===== src/rtl/inst_fetch_queue_pkg.sv =====
`default_nettype none
// ============================================================================
// Module   : inst_fetch_queue_pkg
// Brief    : Shared constants and FSM encoding for the instruction fetch queue
// Revision : 1.0 - initial release
// ============================================================================
package inst_fetch_queue_pkg;

    localparam int INST_BYTES = 4;

    typedef enum logic [1:0] {
        FQ_IDLE = 2'd0,
        FQ_WAIT = 2'd1,
        FQ_DROP = 2'd2
    } fq_state_e;

endpackage : inst_fetch_queue_pkg
`default_nettype wire


===== src/rtl/inst_fetch_queue_fetch_fifo.sv =====
`default_nettype none
// ============================================================================
// Module   : fetch_fifo
// Brief    : Generic synchronous FIFO with clear, registered storage and count
// Revision : 1.0 - initial release
// ============================================================================
module fetch_fifo #(
    parameter int DEPTH = 4,
    parameter int WIDTH = 64,
    localparam int PTR_W = $clog2(DEPTH),
    localparam int CNT_W = PTR_W + 1
) (
    input  logic             clk,
    input  logic             rst_n,
    input  logic             clear,
    input  logic             push,
    input  logic             pop,
    input  logic [WIDTH-1:0] push_data,
    output logic [WIDTH-1:0] head_data,
    output logic [CNT_W-1:0] count
);

    logic [WIDTH-1:0] mem [DEPTH];
    logic [PTR_W-1:0] rd_ptr;
    logic [PTR_W-1:0] wr_ptr;
    logic             do_pop;

    // A pop on an empty queue is silently dropped.
    assign do_pop = pop && (count != '0);

    always_ff @(posedge clk or negedge rst_n) begin
        if (!rst_n) begin
            for (int i = 0; i < DEPTH; i++) begin
                mem[i] <= '0;
            end
            rd_ptr <= '0;
            wr_ptr <= '0;
            count  <= '0;
        end else if (clear) begin
            rd_ptr <= '0;
            wr_ptr <= '0;
            count  <= '0;
        end else begin
            if (push) begin
                mem[wr_ptr] <= push_data;
                wr_ptr      <= wr_ptr + PTR_W'(1);
            end
            if (do_pop) begin
                rd_ptr <= rd_ptr + PTR_W'(1);
            end
            count <= count + CNT_W'(push) - CNT_W'(do_pop);
        end
    end

    assign head_data = mem[rd_ptr];

endmodule : fetch_fifo
`default_nettype wire


===== src/rtl/inst_fetch_queue.sv =====
`default_nettype none
// ============================================================================
// Module   : inst_fetch_queue
// Brief    : Sequential prefetcher between InstCache and Decoder with flush
// Revision : 1.0 - initial release
// ============================================================================
module inst_fetch_queue
    import inst_fetch_queue_pkg::*;
#(
    parameter int                    QUEUE_DEPTH = 4,
    parameter int                    ADDR_WIDTH  = 32,
    parameter int                    INST_WIDTH  = 32,
    parameter logic [ADDR_WIDTH-1:0] RESET_PC    = '0,
    localparam int                   CNT_W       = $clog2(QUEUE_DEPTH) + 1
) (
    input  logic                  clk_in,
    input  logic                  rst_in,
    input  logic                  rdy_in,
    output logic                  inst_req,
    output logic [ADDR_WIDTH-1:0] inst_addr,
    input  logic                  inst_handle,
    input  logic                  inst_ready_in,
    input  logic [INST_WIDTH-1:0] inst_in,
    output logic                  inst_valid_out,
    output logic [INST_WIDTH-1:0] inst_out,
    output logic [ADDR_WIDTH-1:0] inst_addr_out,
    input  logic                  dec_accept,
    input  logic                  dec_redirect,
    input  logic [ADDR_WIDTH-1:0] dec_redirect_addr,
    input  logic                  rob_clear,
    input  logic [ADDR_WIDTH-1:0] rob_rst_addr,
    output logic [CNT_W-1:0]      queue_count
);

    localparam int ENTRY_W = ADDR_WIDTH + INST_WIDTH;

    fq_state_e             state;
    fq_state_e             state_next;
    logic [ADDR_WIDTH-1:0] fetch_pc;
    logic [ADDR_WIDTH-1:0] issued_addr;
    logic                  flush;
    logic                  issue;
    logic                  push;
    logic                  pop;
    logic                  clear;
    logic [ENTRY_W-1:0]    head_data;

    assign flush = rob_clear || dec_redirect;

    assign inst_req = rdy_in && (state == FQ_IDLE)
                   && (queue_count < CNT_W'(QUEUE_DEPTH)) && !flush;
    assign inst_addr = fetch_pc;
    assign issue     = inst_req && inst_handle;

    // A response landing in the same cycle as a flush belongs to the old stream.
    assign push  = rdy_in && inst_ready_in && (state == FQ_WAIT) && !flush;
    assign clear = rdy_in && flush;

    assign inst_valid_out = rdy_in && (queue_count != '0) && !flush;
    assign pop            = inst_valid_out && dec_accept;

    always_ff @(posedge clk_in or negedge rst_in) begin
        if (!rst_in) begin
            state <= FQ_IDLE;
        end else begin
            state <= state_next;
        end
    end

    // A DROP that sees its response returns to IDLE so the stale reply cannot stall fetch.
    always_comb begin
        state_next = state;
        if (rdy_in) begin
            case (state)
                FQ_IDLE: if (issue)         state_next = FQ_WAIT;
                FQ_WAIT: if (inst_ready_in) state_next = FQ_IDLE;
                         else if (flush)    state_next = FQ_DROP;
                FQ_DROP: if (inst_ready_in) state_next = FQ_IDLE;
                default:                    state_next = FQ_IDLE;
            endcase
        end
    end

    always_ff @(posedge clk_in or negedge rst_in) begin
        if (!rst_in) begin
            fetch_pc    <= RESET_PC;
            issued_addr <= '0;
        end else if (rdy_in) begin
            if (rob_clear) begin
                fetch_pc <= rob_rst_addr;
            end else if (dec_redirect) begin
                fetch_pc <= dec_redirect_addr;
            end else if (issue) begin
                issued_addr <= fetch_pc;
                fetch_pc    <= fetch_pc + ADDR_WIDTH'(INST_BYTES);
            end
        end
    end

    fetch_fifo #(
        .DEPTH (QUEUE_DEPTH),
        .WIDTH (ENTRY_W)
    ) u_fifo (
        .clk       (clk_in),
        .rst_n     (rst_in),
        .clear     (clear),
        .push      (push),
        .pop       (pop),
        .push_data ({issued_addr, inst_in}),
        .head_data (head_data),
        .count     (queue_count)
    );

    assign inst_addr_out = head_data[ENTRY_W-1:INST_WIDTH];
    assign inst_out      = head_data[INST_WIDTH-1:0];

endmodule : inst_fetch_queue
`default_nettype wire

===== config.mk =====
export PLATFORM = sky130hd
export DESIGN_NAME = inst_fetch_queue
export DESIGN_NICKNAME = d
export VERILOG_FILES = /design/src/rtl/inst_fetch_queue_pkg.sv /design/src/rtl/inst_fetch_queue_fetch_fifo.sv /design/src/rtl/inst_fetch_queue.sv
export SDC_FILE = /design/constraint.sdc
export NUM_CORES = 1
export LEC_CHECK = 0
export CORE_MARGIN = 1.5
export CORE_UTILIZATION = 35
export DETAILED_ROUTE_END_ITERATION = 8
export PLACE_DENSITY_LB_ADDON = 0.3
export SYNTH_ARGS = -nofsm -noshare
export SYNTH_HDL_FRONTEND = slang
export SYNTH_HIERARCHICAL = 1
export SYNTH_SLANG_ARGS = --single-unit
export TNS_END_PERCENT = 10

===== constraint.sdc =====
create_clock -name clk_in -period 2.5 [get_ports clk_in]
set_clock_uncertainty 0.2 [all_clocks]
set_input_delay 0.25 -clock clk_in [delete_from_list [all_inputs] [get_ports clk_in]]
set_output_delay 0.25 -clock clk_in [all_outputs]
set_load 0.05 [all_outputs]

==> flow_summary.yaml <==
status:
  run_status: "complete, but fails checks"
  violations: "negative setup slack"
pwr:
  power.combinational.fraction_pct: 18.5
  power.share.sequential_pct: 43.0
  net-switching-power_uw: 4137
  clock_power_share_pct: 38.5
  p_int_uw: 10200
  vdd.ir_drop.worst_uv: 434.1
  p_total_uw: 14340
  sw_frac_of_total_pct: 28.85
  cellLeakagePower_uw: 0.009527
  p_per_area_nw_per_um2: 709.3
cts:
  htreeDepth: 2
  clk_root_buffer_cell: "clkbuf_16"
  buffers_from_clock_root_to_sink_at_most: 3
  tritoncts_num_sinks: 329
  register_clock_pin_slew_on_the_reported_worst_setup_and_hold_paths_ps: 60
  cts_buffers: 38
  tritoncts: "done"
  worst_skew_pair.late_latency_ps: 560
setup_path:
  critical_path.max_fanout: 16
  critPathRequiredTime_ps: 2050
  worst_ep_arrival_time_ps: 2080
  setup.worst_path.end_class: "output port"
  crit_path_top_delay_cell: "mux4_2"
  startpoint_type: "register"
  cp_cell_sequence: "buf_16 > mux4_2 > buf_6"
  worstRegToRegCells: 12
  timing.critical_path.slowest_cell_delay_ps: 600
  setup.worst_path.class: "reg -> out"
timing:
  grt_setup_unrepaired: "true"
  hold_slack_ps: 122.5
  final_hold_viol_count: 0
  drv_slew: 0
  minimum_period_implied_by_the_final_worst_setup_slack_ps: 2526
  maxSlewHeadroom_pct: 56.80
  fmaxAchievable_mhz: 395.9
  worst_slack_ps: -25.71
  finalSetupViolCount: 2
  final.period_utilization_pct: 101.0
  worstMarginPinSlew_ps: 644.5
synth:
  netlist-cell-type-count: 75
  synth_top_area_cell: "dfrtp_1"
  ys_seq_elements: 329
  synth_top_area_share_pct: 52.13
  synth-edff-count: 0
  yosys_warnings: 6
  synth.top_cells.by_area: "dfrtp_1 52%, mux2_2 14%, mux4_2 9.1%"
  synthFlopType: "dfrtp_1"
  synthArstFlopShare_pct: 100.0
  yosys.cell_count.top_type: "dfrtp_1"
  synthesis.area_per_instance_um2: 15.05
  synthesis.area_um2: 15790
  synth.cells.most_frequent: "329 x dfrtp_1, 199 x mux2_2, 70 x mux2_4, 64 x mux4_2, 36 x nand2_1"
  syn-num-nets: 1161
  synthCells: 1049
  ys_seq_area_share_pct: 52.13
layout:
  antenna-diode-count: 0
  drive_gt1_share_pct: 43.37
  multi_input_comb_area_um2: 6868
  layout.filler_cells: 3994
  nNetsFinal: 1418
  area_growth_pct: 27.99
  regArea_um2: 8244
global_route:
  grt_pass1_vias: 10770
  track_usage_pct: 17.69
  antenna_found_initial: 1
  grt_first_pass_wirelength_um: 63580
  grt_ovf: 0
  grt_max_degree: 78
hold_path:
  whs_path_depth: 5
  holdCritPathClass: "in -> reg"
die:
  chipWidth_um: 215.4
  core-area_um2: 44410
  io-pin-count: 205
  num_rows: 77
  initial_core_util_pct: 35.56
  dieArea_um2: 46410
  die_height_um: 215.4
detailed_routing:
  wire_per_inst_um: 20.96
  firstDrtPassIters: 5
  antenna_left: 0
  drcViolationCount: 0
  drt-total-wl_um: 40400
  detailroute.via_count: 10060
  routed_via_density: 5.221
  detail_route.iter0.violations: 551
flow_run:
  timing.max_cap.violations: 0
placement:
  port-buffer-count: 204
  place_congestion: 0.7721
  hpwl_after_detailed_placement_um: 26100
through the flow:
stage / worst slack (ps) / instances / setup TNS (ps) / utilization, % / area (µm²)
floorplan: -207.0 / 1049 / -600.3 / - / 15820
global placement: -466.0 / 1852 / -98870 / 41.89 / 18600
detailed placement: -495.2 / 1852 / -103230 / 41.89 / 18600
CTS: -98.64 / 1929 / -3680 / 45.60 / 20250
global route: -95.17 / 1927 / -2927 / 45.51 / 20210
finish: -25.71 / 1927 / -47.29 / 45.51 / 20210
critical path, delay by kind of cell, from the launching register on:
| family | cells | cell delay (ps) |
|---|---|---|
| buffers and inverters | 2 | 400 |
| flip-flops | 1 | 500 |
| multiplexers | 1 | 600 |
cell type report:
type                       instances  share of cell area, %
clock buffer                      51                  5.243
clock inverter                    18                 0.9099
inverter                          16                 0.2971
multi-input combinational        631                  33.98
sequential                       329                  40.79
tap                              592                  3.665
timing repair buffer             290                  15.12
what timing repair did:
| item | CTS | global route |
|---|---|---|
| hold buffers | 2 | 0 |
| hold endpoints to repair | 329 | 0 |
| resized for setup | 68 | 4 |
| setup buffers | 4 | 0 |
| setup endpoints to repair | 64 | 69 |
| pin swaps | 0 | 1 |
| gates cloned | 2 | 0 |
layer usage:
layer,vias up,global-route usage (%),part of all wire [%]
met3,70,3.946,5.3
met1,5225,24.51,46
met5,-,0,0.020
met2,288,27.94,46
li1,4475,-,-
met4,2,4.965,2.3
registers in the layout (all words and copies together), names as in the netlist:
name,count
inst_addr,32
u_fifo/wr_ptr,2
u_fifo/rd_ptr,2
issued_addr,32
state,2
u_fifo/count,3
u_fifo/mem,256
placed cells by master, fill, tap and decap left out, types with 5 or more instances in the layout:
cell type and count:
buf_6 65, a22oi_1 6, nor4_1 14, clkbuf_16 38
dfrtp_1 324, ha_1 7, buf_4 64, nand3b_1 9
o22ai_1 6, mux2i_1 10, inv_1 16, clkinv_2 12
o21ai_0 26, buf_12 19, a21oi_1 13, nor2_1 22
nand2_1 36, clkbuf_1 7, clkbuf_8 6, a22o_1 11
mux2_1 17, nor3_1 9, a222oi_1 5, nand3_1 11
mux2_4 70, nand4_1 12, mux4_2 64, clkdlybuf4s50_1 135
mux2_2 199
power groups by stage:
| stage | clock network (µW) | logic (µW) | registers [µW] |
|---|---|---|---|
| floorplan | 0 | 1250 | 6430 |
| global placement | 0 | 2550 | 6240 |
| detailed placement | 0 | 2560 | 6260 |
| CTS | 5710 | 2680 | 6170 |
| global route | 5920 | 2800 | 6250 |
| finish | 5520 | 2650 | 6170 |
final timing paths:
check | from | to | slack [ps]
setup / recovery | u_fifo/rd_ptr[0] | inst_addr_out[20] | -30
hold / removal | rob_clear | inst_addr[0] | 120
setup reg to reg | u_fifo/count[1] | u_fifo/count[2] | 90
hold reg to reg | u_fifo/mem[182] | u_fifo/mem[182] | 290
max in group asynchronous | rst_in | u_fifo/mem[0] | 1530
min in group asynchronous | rst_in | u_fifo/mem[38] | 150
kinds of logic after synthesis:
group / Yosys count / share of synthesized area, %
muxes: 360 / 31.82
DFF: 329 / 52.13
and+or+nand+nor: 151 / 5.609
AOI/OAI and AO/OA: 108 / 4.865
buffers and inverters: 89 / 4.587
adders and majority gates: 8 / 0.6813
xor gates and xnor gates: 4 / 0.3090
Note: power is estimated with default switching activity, not from simulation.
